## config.mk

```make
export PLATFORM = sky130hd
export DESIGN_NAME = nibble_ser_tx
export DESIGN_NICKNAME = d
export VERILOG_FILES = /design/src/rtl/nibble_ser_tx.sv
export SDC_FILE = /design/constraint.sdc
export NUM_CORES = 1
export LEC_CHECK = 0
export ABC_AREA = 1
export BUFFER_PORTS_ARGS = -buffer_cell sky130_fd_sc_hd__buf_2
export CAP_MARGIN = 5
export CORE_MARGIN = 5
export CORE_UTILIZATION = 46
export CTS_CLUSTER_SIZE = 30
export DETAILED_ROUTE_END_ITERATION = 16
export GPL_TIMING_DRIVEN = 0
export PLACE_DENSITY = 0.74
export SLEW_MARGIN = 20
export SYNTH_ARGS = -nofsm -noshare
export SYNTH_HDL_FRONTEND = slang
export SYNTH_SLANG_ARGS = --single-unit
export TNS_END_PERCENT = 5
```

## constraint.sdc

```tcl
create_clock -name clk -period 1.1 [get_ports clk]
set_input_delay 0.22 -clock clk [delete_from_list [all_inputs] [get_ports clk]]
set_output_delay 0.22 -clock clk [all_outputs]
set_load 0.05 [all_outputs]
```

## src/rtl/nibble_ser_tx.sv

```systemverilog
// -----------------------------------------------------------------------------
// nibble_ser_tx
//
// Frame serializer for the 4-bit nibble lane. A NIBBLES*4-bit word is captured
// on accept and sent most-significant nibble first. tx_sof marks nibble 0 and
// tx_eof marks nibble NIBBLES-1. After each end-of-frame the lane is held idle
// for IDLE_GAP cycles before the next word can be accepted. X/Z bits in the
// captured word reach the lane unmodified.
//
// Parameters:
//   NIBBLES   nibbles per frame (>=1); the word width is NIBBLES*4
//   IDLE_GAP  forced idle cycles after each end-of-frame (>=0)
//
// Optional feature macro:
//   NIBBLE_TX_PARITY_EN  when defined, tx_par carries odd parity over
//                        {tx_par, tx_nib} while tx_valid=1; when undefined,
//                        tx_par is tied to 0 and no parity logic is built.
//
// Ports:
//   clk       in   single clock, all logic on the rising edge
//   rst       in   synchronous, active-high reset
//   in_word   in   word to send (NIBBLES*4 bits), sampled only on accept
//   in_valid  in   in_word is valid
//   in_ready  out  block can accept a word (IDLE state, not in reset)
//   tx_nib    out  current nibble
//   tx_sof    out  current nibble is nibble 0
//   tx_eof    out  current nibble is nibble NIBBLES-1
//   tx_valid  out  lane outputs valid
//   tx_ready  in   downstream accepts the current nibble
//   tx_par    out  parity of tx_nib (see macro above)
//   busy      out  state is not IDLE
//
// Handshake: a transfer happens on a rising edge where valid and ready are
// both 1. On the input side this is in_valid && in_ready; on the lane side it
// is tx_valid && tx_ready. Once tx_valid is raised it stays high, and the lane
// outputs stay stable, until the nibble is taken. in_valid outside IDLE is
// ignored and never captured.
//
// Every lane output is decoded from registered state only; neither tx_ready
// nor in_valid reaches an output combinationally. The internal FSM state is
// the r_state register (type state_t) for hierarchical inspection.
// -----------------------------------------------------------------------------
module nibble_ser_tx #(
    parameter int NIBBLES  = 5,
    parameter int IDLE_GAP = 1
) (
    input  logic                 clk,
    input  logic                 rst,
    input  logic [NIBBLES*4-1:0] in_word,
    input  logic                 in_valid,
    output logic                 in_ready,
    output logic [3:0]           tx_nib,
    output logic                 tx_sof,
    output logic                 tx_eof,
    output logic                 tx_valid,
    input  logic                 tx_ready,
    output logic                 tx_par,
    output logic                 busy
);

    // -------------------------------------------------------------------------
    // Local sizing
    // -------------------------------------------------------------------------
    localparam int W  = NIBBLES * 4;
    // Counters are at least one bit wide so NIBBLES=1 / IDLE_GAP<=1 still
    // elaborate with a legal vector.
    localparam int CW = (NIBBLES > 1)  ? $clog2(NIBBLES)  : 1;
    localparam int GW = (IDLE_GAP > 1) ? $clog2(IDLE_GAP) : 1;

    localparam logic [CW-1:0] CNT_LAST = CW'(NIBBLES - 1);
    localparam logic [GW-1:0] GAP_LAST = GW'((IDLE_GAP > 0) ? (IDLE_GAP - 1) : 0);

    typedef enum logic [1:0] {
        ST_IDLE = 2'd0,
        ST_SEND = 2'd1,
        ST_GAP  = 2'd2
    } state_t;

    // -------------------------------------------------------------------------
    // Registers and internal wires
    // -------------------------------------------------------------------------
    state_t          r_state;
    logic [W-1:0]    r_sh;      // outgoing nibbles, current one at the top
    logic [CW-1:0]   r_cnt;     // index of the nibble currently on the lane
    logic [GW-1:0]   r_gcnt;    // idle cycles already spent in GAP

    state_t          w_state_nxt;
    logic            w_last;    // current nibble is the eof nibble
    logic            w_fire;    // lane handshake completes this edge

    assign w_last = (r_cnt == CNT_LAST);
    assign w_fire = (r_state == ST_SEND) && tx_ready;

    // -------------------------------------------------------------------------
    // FSM process 1: state register
    // -------------------------------------------------------------------------
    always_ff @(posedge clk) begin
        if (rst) begin
            r_state <= ST_IDLE;
        end else begin
            r_state <= w_state_nxt;
        end
    end

    // -------------------------------------------------------------------------
    // FSM process 2: next-state logic
    // -------------------------------------------------------------------------
    always_comb begin
        w_state_nxt = r_state;
        case (r_state)
            ST_IDLE: begin
                // in_ready is 1 throughout IDLE outside reset, and reset
                // overrides this transition in the state register.
                if (in_valid) begin
                    w_state_nxt = ST_SEND;
                end
            end
            ST_SEND: begin
                if (w_fire && w_last) begin
                    // With no gap configured the next word may be accepted
                    // in the cycle straight after the eof nibble.
                    w_state_nxt = (IDLE_GAP == 0) ? ST_IDLE : ST_GAP;
                end
            end
            ST_GAP: begin
                if (r_gcnt == GAP_LAST) begin
                    w_state_nxt = ST_IDLE;
                end
            end
            default: begin
                w_state_nxt = ST_IDLE;
            end
        endcase
    end

    // -------------------------------------------------------------------------
    // FSM process 3: output decode (registered state only, plus reset gating
    // of in_ready so nothing is accepted while rst is high)
    // -------------------------------------------------------------------------
    always_comb begin
        in_ready = (r_state == ST_IDLE) && !rst;
        busy     = (r_state != ST_IDLE);
        tx_valid = (r_state == ST_SEND);
        // The shift register always drives the lane; the value is only
        // meaningful while tx_valid=1.
        tx_nib   = r_sh[W-1 -: 4];
        tx_sof   = tx_valid && (r_cnt == '0);
        tx_eof   = tx_valid && w_last;
`ifdef NIBBLE_TX_PARITY_EN
        // XNOR-reduce gives odd parity across the nibble and the parity bit.
        tx_par   = tx_valid && ~(^tx_nib);
`else
        tx_par   = 1'b0;
`endif
    end

    // -------------------------------------------------------------------------
    // Datapath: shift register, nibble counter, gap counter
    // -------------------------------------------------------------------------
    always_ff @(posedge clk) begin
        if (rst) begin
            r_sh   <= '0;
            r_cnt  <= '0;
            r_gcnt <= '0;
        end else begin
            case (r_state)
                ST_IDLE: begin
                    if (in_valid) begin
                        r_sh  <= in_word;
                        r_cnt <= '0;
                    end
                end
                ST_SEND: begin
                    // Nothing moves while the lane is stalled, which keeps
                    // tx_nib/sof/eof/par stable under backpressure.
                    if (w_fire) begin
                        r_sh  <= r_sh << 4;
                        r_cnt <= r_cnt + CW'(1);
                        if (w_last) begin
                            r_gcnt <= '0;
                        end
                    end
                end
                ST_GAP: begin
                    r_gcnt <= r_gcnt + GW'(1);
                end
                default: begin
                    r_sh   <= r_sh;
                end
            endcase
        end
    end

endmodule

```

==> impl_metrics.env, run 1 <==
export IMPL_clock_sink_count=26
export IMPL_post_synth_top_area_cell="dfxtp_1"
export IMPL_yosys_top_cells_count="nand2_1, nor2_1, dfxtp_1"
export IMPL_dr_pass1_iters=4
export IMPL_startpoint_type="register"
export IMPL_core_mm2=0.002758
export IMPL_fin_crit_sh_pct=132.2
export IMPL_fin_ws_ns=-0.3537
export IMPL_finalHoldViolations=0
export IMPL_gr_total_overflow=0
export IMPL_drc_errors=0
export IMPL_drt_wl_total_um=2953
export IMPL_p_per_area_mw_per_mm2=1251
export IMPL_finalPower_mw=2.238
export IMPL_netSwitchingFraction_pct=31.93
export IMPL_clock_latency_ns=0.32
export IMPL_fmax_ghz=0.6879
export IMPL_skew_ns=0.002405
export IMPL_endpoint_kind="output pin"
export IMPL_synthArstFlopShare_pct=0
export IMPL_grt_pass1_vias=1237
export IMPL_utilization_pct=64.88
export IMPL_cts_buffers=3
export IMPL_grt_pass1_wl_um=5037
export IMPL_power_frac_comb_pct=30.8
export IMPL_regToRegStartpoint="r_state[1]"
export IMPL_routedWlPerCell_um=11.02
export IMPL_portBuffers=31
export IMPL_vias_per_cell=4.780
export IMPL_io_pins=34
export IMPL_run_status="finished with violations"
export IMPL_vdd_drop_max_mv=0.9671
export IMPL_yosysWarnings=0
export IMPL_grt_max_degree=15
export IMPL_n_antenna_cell=0
export IMPL_ctsHoldBuffers=0
export IMPL_dieArea_mm2=0.004054
export IMPL_yosysSeqAreaShare_pct=39.28
export IMPL_final_nets=264
export IMPL_antenna_found_initial=0
export IMPL_p_switching_uw=714.4
export IMPL_arrival_ns=1.23
export IMPL_n_fill_cell=264
export IMPL_yosysMostFrequentCell="nand2_1"
export IMPL_violations="setup timing"
export IMPL_crit_path_start="r_state[0]"
export IMPL_cts_tree="yes"
export IMPL_leakagePower_nw=0.8904
export IMPL_grt_usage_pct=15.14
export IMPL_drtIter0Drc=63
export IMPL_hpwl_um=2014
export IMPL_synthesis_nets=218
export IMPL_route_vias_total=1281
export IMPL_area_growth_syn_to_layout_pct=35.03
export IMPL_fin_crit_ns=1.454
export IMPL_syn_inst=192
export IMPL_critPathKind="reg -> out"
export IMPL_clock_path_buffers=2
export IMPL_seq_area_um2=531.8
export IMPL_drive_gt1_share_pct=39.24
export IMPL_synth_edf_count=0
export IMPL_slew_violations=0
export IMPL_critPathMaxFanout=4
export IMPL_r2r_worst_path_cells=9
export IMPL_yosys_top_cells_area="dfxtp_1, nand2_1, nor2_1, o21ai_0, nor2_2"
export IMPL_yosysUniqueCellTypes=22
export IMPL_crit_required_ns=0.88
export IMPL_synth_area_per_cell_um2=6.901
export IMPL_setup_viol=31
export IMPL_clockPowerShare_pct=21.7
export IMPL_syn_area_mm2=0.001325
export IMPL_cap_viol_max_count=0
export IMPL_hp_start="in_word[3]"
export IMPL_rows=19
export IMPL_yosysTopAreaCellShare_pct=39.28
export IMPL_synth_flop_cell="dfxtp_1"
export IMPL_fp_dieW_um=63.67
export IMPL_rsz0062_at_grt="true"
export IMPL_hold_class="in -> reg"
export IMPL_multi_input_area_um2=725.7
export IMPL_floorplan_initialDensity_pct=48.05
export IMPL_pwr_share_seq_pct=47.4
export IMPL_place_ws_ns=-0.3524
export IMPL_yosys_register_bits=26
export IMPL_hold_depth=3
export IMPL_place_congestion=0.7824
export IMPL_intPower_mw=1.523
export IMPL_htreeDepth=1
export IMPL_die_h_um=63.67
export IMPL_clk_pin_slew_ns=0.14
export IMPL_cts_root_buf="clkbuf_4"
export IMPL_ant_nets=0
==> routing by layer <==
metal / GRT usage [%] / part of all wire, % / up-vias
met5: 0 / 0 / -
met3: 3.197 / 5.3 / 6
met2: 25.13 / 47 / 30
met1: 18.55 / 45 / 560
li1: - / - / 685
met4: 6.753 / 2.3 / 0
==> layout by cell type (no fill, tap or decap), types with 2 or more instances in the layout <==
cell type / Yosys / final
nand2_1: 63 / 60
nor2_1: 30 / 26
buf_2: 2 / 24
dfxtp_1: 26 / 19
o21ai_0: 17 / 17
buf_4: 7 / 15
nor2_2: 11 / 11
buf_6: 1 / 10
a21oi_1: 8 / 8
dfxtp_2: 0 / 6
nand3_1: 5 / 5
nor2_4: 0 / 4
inv_1: 9 / 4
clkbuf_4: 0 / 4
inv_2: 0 / 3
nand2_4: 2 / 3
inv_4: 0 / 2
nand2_2: 1 / 2
buf_8: 0 / 2
==> critical path, cell delays in order, from the launching register on <==
cell and delay (ns):
dfxtp_4 0.40, buf_6 0.12, nand2_8 0.05, buf_8 0.12
nor2_4 0.07, buf_6 0.15
==> final cells by class <==
class | instances | area share (%)
Tap cell | 31 | 2.168
Timing Repair Buffer | 41 | 16.08
Inverter | 10 | 2.797
Multi-Input combinational cell | 143 | 40.56
Clock buffer | 4 | 2.028
Sequential cell | 26 | 29.72
Buffer | 13 | 6.643
==> path summary, 6_finish.rpt <==
check	end	slack, ns
hold / removal	r_sh[3]	0.13
hold reg to reg	r_gcnt	0.48
setup / recovery	tx_eof	-0.35
setup reg to reg	r_sh[10]	-0.32
==> registers in the layout (all words and copies together) (netlist names) <==
name / count
r_cnt: 3
r_gcnt: 1
r_sh: 20
r_state: 2
==> per-stage QoR <==
| stage | TNS (ns) | hold WS [ns] | instance area [um^2] | instances |
|---|---|---|---|---|
| floorplan | -1.668 | 0.3680 | 1368 | 192 |
| global placement | -3.910 | 0.4470 | 1562 | 254 |
| detailed placement | -4.239 | 0.4539 | 1562 | 254 |
| CTS | -6.516 | 0.1138 | 1774 | 267 |
| global route | -8.939 | 0.1270 | 1789 | 268 |
| finish | -6.853 | 0.1255 | 1789 | 268 |
==> what timing repair did <==
action / 4_1_cts / 5_1_grt
pin swaps: 4 / 1
resized for setup: 36 / 4
endpoints found under the setup margin: 31 / 35
setup buffers: 9 / 1
==> power by group through the flow <==
stage / Sequential (mW) / Combinational, mW / Clock, mW
4_1_cts: 1.06 / 0.687 / 0.507
6_report: 1.06 / 0.690 / 0.486
5_1_grt: 1.07 / 0.755 / 0.534
3_3_place_gp: 1.08 / 0.577 / 0
2_1_floorplan: 1.07 / 0.458 / 0
3_5_place_dp: 1.08 / 0.579 / 0
==> cell families (layout without fill, tap and decap cells) <==
group	Yosys count	in the layout	share of synthesized area, %
buffers and inverters	23	68	11.14
other	1	1	0.2830
adder cells (fa/ha/maj)	2	2	1.888
AND/OR/NAND/NOR	114	114	37.39
flip-flops	26	26	39.28
AO/OA/AOI/OAI	26	26	10.01
(Power assumes the default switching activity.)
==> inputs of run 2 (changes only) <==
ABC_AREA = unset   (was 1)
CORE_UTILIZATION = 45   (was 46)
==> run 2 against run 1 <==
  * The run still ends with setup timing left
  * Area after synthesis fell by 11%
  * Flip-flop and latch count is the same
  * Final area fell by 8.2%
  * Combinational power is 26% lower
  * Critical path type unchanged
==> impl_metrics.env, run 2 <==
export IMPL_run_status="finished with violations"
export IMPL_violations="setup timing"
export IMPL_post_synth_top_area_cell="dfxtp_1"
export IMPL_htreeDepth=1
export IMPL_area_growth_syn_to_layout_pct=39.24
export IMPL_largestRegisters="r_sh: 20 flops, r_cnt: 3 flops, r_state: 2 flops"
export IMPL_drt_wl_total_um=2748
export IMPL_place_ws_ns=-0.4373
export IMPL_clock_path_buffers=2
export IMPL_fp_dieW_um=61.21
export IMPL_final_cells=203
export IMPL_yosys_top_cells_area="dfxtp_1, o221a_2, a21oi_1, inv_1, buf_4"
export IMPL_critPathKind="reg -> out"
export IMPL_dr_wl_met2_um=1313
export IMPL_layout_common_cells="buf_2, a21oi_1, dfxtp_1, inv_1, buf_4"
export IMPL_dieArea_mm2=0.003746
export IMPL_setup_viol=35
export IMPL_yosysUniqueCellTypes=27
export IMPL_yosysTopAreaCellShare_pct=44.11
export IMPL_crit_slowest_cell="dfxtp_2"
export IMPL_fin_crit_sh_pct=146.7
export IMPL_yosys_top_cells_count="dfxtp_1, a21oi_1, inv_1"
export IMPL_endpoint_kind="output pin"
export IMPL_critPathMaxFanout=6
export IMPL_slew_violations=0
export IMPL_yosys_register_bits=26
export IMPL_io_pins=34
export IMPL_clock_sink_count=26
export IMPL_synthArstFlopShare_pct=0
export IMPL_rows=18
export IMPL_fin_ws_ns=-0.5141
export IMPL_yosysSeqAreaShare_pct=44.11
export IMPL_worst_pin_slew_ns=0.5092
export IMPL_crit_buf_inv=3
export IMPL_core_mm2=0.002500
export IMPL_highest_layer="met4"
export IMPL_layout_commonest_cell="buf_2"
export IMPL_ant_nets=0
export IMPL_synth_flop_cell="dfxtp_1"
export IMPL_finalHoldViolations=0
export IMPL_p_per_area_mw_per_mm2=1361
export IMPL_cts_buffers=3
export IMPL_n_antenna_cell=0
export IMPL_place_congestion=0.7417
export IMPL_fmax_ghz=0.6196
export IMPL_largest_register="r_sh"
export IMPL_skew_ns=0.008589
export IMPL_clock_latency_ns=0.32
export IMPL_cts_tree="yes"
export IMPL_rsz0062_at_grt="true"
export IMPL_syn_area_mm2=0.001180
export IMPL_place_inst=192
export IMPL_drive_gt1_share_pct=49.13
export IMPL_yosysMostFrequentCell="dfxtp_1"
export IMPL_routedLengthMet1_um=1229
export IMPL_cpLargestDelayFamily="flip-flops"
export IMPL_drtIter0Drc=27
export IMPL_grt_pass1_wl_um=4422
export IMPL_die_h_um=61.21
export IMPL_drc_errors=0
export IMPL_routedWlPerCell_um=13.54
export IMPL_hpwl_um=1903
export IMPL_route_vias_total=1065
export IMPL_largest_reg_flops=20
export IMPL_synth_edf_count=0
export IMPL_yosysWarnings=0
export IMPL_cap_viol_max_count=0
export IMPL_placedInstanceArea_mm2=0.001430
export IMPL_crit_chain="buf_8 > nand2b_4 > clkinvlp_4 > and3_4 > buf_6"
export IMPL_synth_area_per_cell_um2=9.007
export IMPL_ctsHoldBuffers=0
export IMPL_grt_max_degree=16
export IMPL_crit_required_ns=0.88
export IMPL_max_slew_margin_pct=66.06
export IMPL_dr_pass1_iters=4
export IMPL_utilization_pct=65.72
export IMPL_portBuffers=31
export IMPL_vias_per_cell=5.246
export IMPL_floorplan_initialDensity_pct=47.20
export IMPL_final_area_mm2=0.001643
export IMPL_antenna_found_initial=0
export IMPL_fin_crit_ns=1.614
export IMPL_hold_class="in -> reg"
export IMPL_n_fill_cell=198
export IMPL_startpoint_type="register"
export IMPL_synthesis_nets=157
export IMPL_max_stage_delay_ns=0.39
export IMPL_syn_inst=131
export IMPL_cts_root_buf="clkbuf_4"
export IMPL_gr_total_overflow=0
export IMPL_met3_length_um=175
export IMPL_clk_pin_slew_ns=0.15
export IMPL_vdd_drop_max_mv=0.9575
export IMPL_grt_usage_pct=15.81
export IMPL_leakagePower_nw=0.7481
export IMPL_arrival_ns=1.39
export IMPL_final_nets=200
export IMPL_grt_pass1_vias=1022
-- run 2: changes by cell type after synthesis, sizes merged, moves of 2 or more --
| cell | delta |
|---|---|
| inv | +9 |
| nor3b | +3 |
| nand3 | -4 |
| nand2 | -62 |
| a21oi | +14 |
| o221a | +16 |
| buf | -2 |
| nand2b | +2 |
| o21ai | -11 |
| nor2 | -36 |
| clkbuf | +2 |
-- run 2: worst paths after layout --
| check | start | end | slack [ns] | depth (start not counted) |
|---|---|---|---|---|
| max reg2reg | r_state[1] | r_sh[14] | -0.47 | 5 |
| min | in_word[1] | r_sh[1] | 0.11 | 3 |
| min reg2reg | r_sh[2] | r_sh[2] | 0.49 | 2 |
| max | r_state[1] | tx_eof | -0.51 | 5 |
-- run 2: repair_timing --
action                     4_1_cts  5_1_grt
pin swaps                        5        3
setup endpoints to repair       35       35
gates resized for setup         25        8
setup buffers                    5        2
-- run 2: layer usage --
metal / up-vias / track usage (%)
met5: - / 0
met4: 0 / 5.573
met3: 4 / 2.935
met2: 28 / 26.44
met1: 494 / 20.36
li1: 539 / -
-- run 2: area by class of cell --
class / count / area [um^2] / area share [%]
clock buffers: 3 / 22.52 / 1.371
plain buffers: 13 / 97.59 / 5.941
inverters: 19 / 75.07 / 4.570
clock inverters: 1 / 30.03 / 1.828
well taps: 30 / 37.54 / 2.285
repair buffers: 38 / 261.5 / 15.92
flip-flops and latches: 26 / 530.5 / 32.29
multi-input cells: 73 / 588.1 / 35.80
-- run 2: kinds of logic (layout without fill, tap and decap cells) --
family | Yosys count | in the layout | synth area share, %
other cells | 1 | 1 | 0.3178
buf+inv | 32 | 74 | 12.51
mux | 1 | 1 | 1.166
fa+ha+maj | 2 | 2 | 2.121
flops | 26 | 26 | 44.11
simple gates | 22 | 22 | 10.07
xor+xnor | 1 | 1 | 0.7424
compound gates | 46 | 46 | 28.95
-- run 2: worst reg2reg max path, cell delays in order (launching register included) --
cell and delay [ns]:
dfxtp_2 0.37, buf_8 0.13, buf_4 0.13, nand3b_1 0.34, buf_6 0.26, o221a_2 0.27
-- run 2: report_power, final --
part           internal, mW  leakage, nW  switching, mW
clock                 0.369       0.0279          0.292
sequential             1.02        0.217         0.0506
combinational         0.236        0.503          0.272
total                  1.62        0.748          0.615
-- run 2: per-stage QoR --
| stage | setup TNS, ns | hold WS (ns) | power (mW) |
|---|---|---|---|
| after floorplan | -4.315 | 0.3560 | 1.407 |
| after global placement | -9.283 | 0.4628 | 1.512 |
| after detailed placement | -9.453 | 0.4717 | 1.522 |
| after CTS | -10.29 | 0.1110 | 2.213 |
| after global routing | -14.16 | 0.09631 | 2.333 |
| final | -11.63 | 0.1095 | 2.237 |
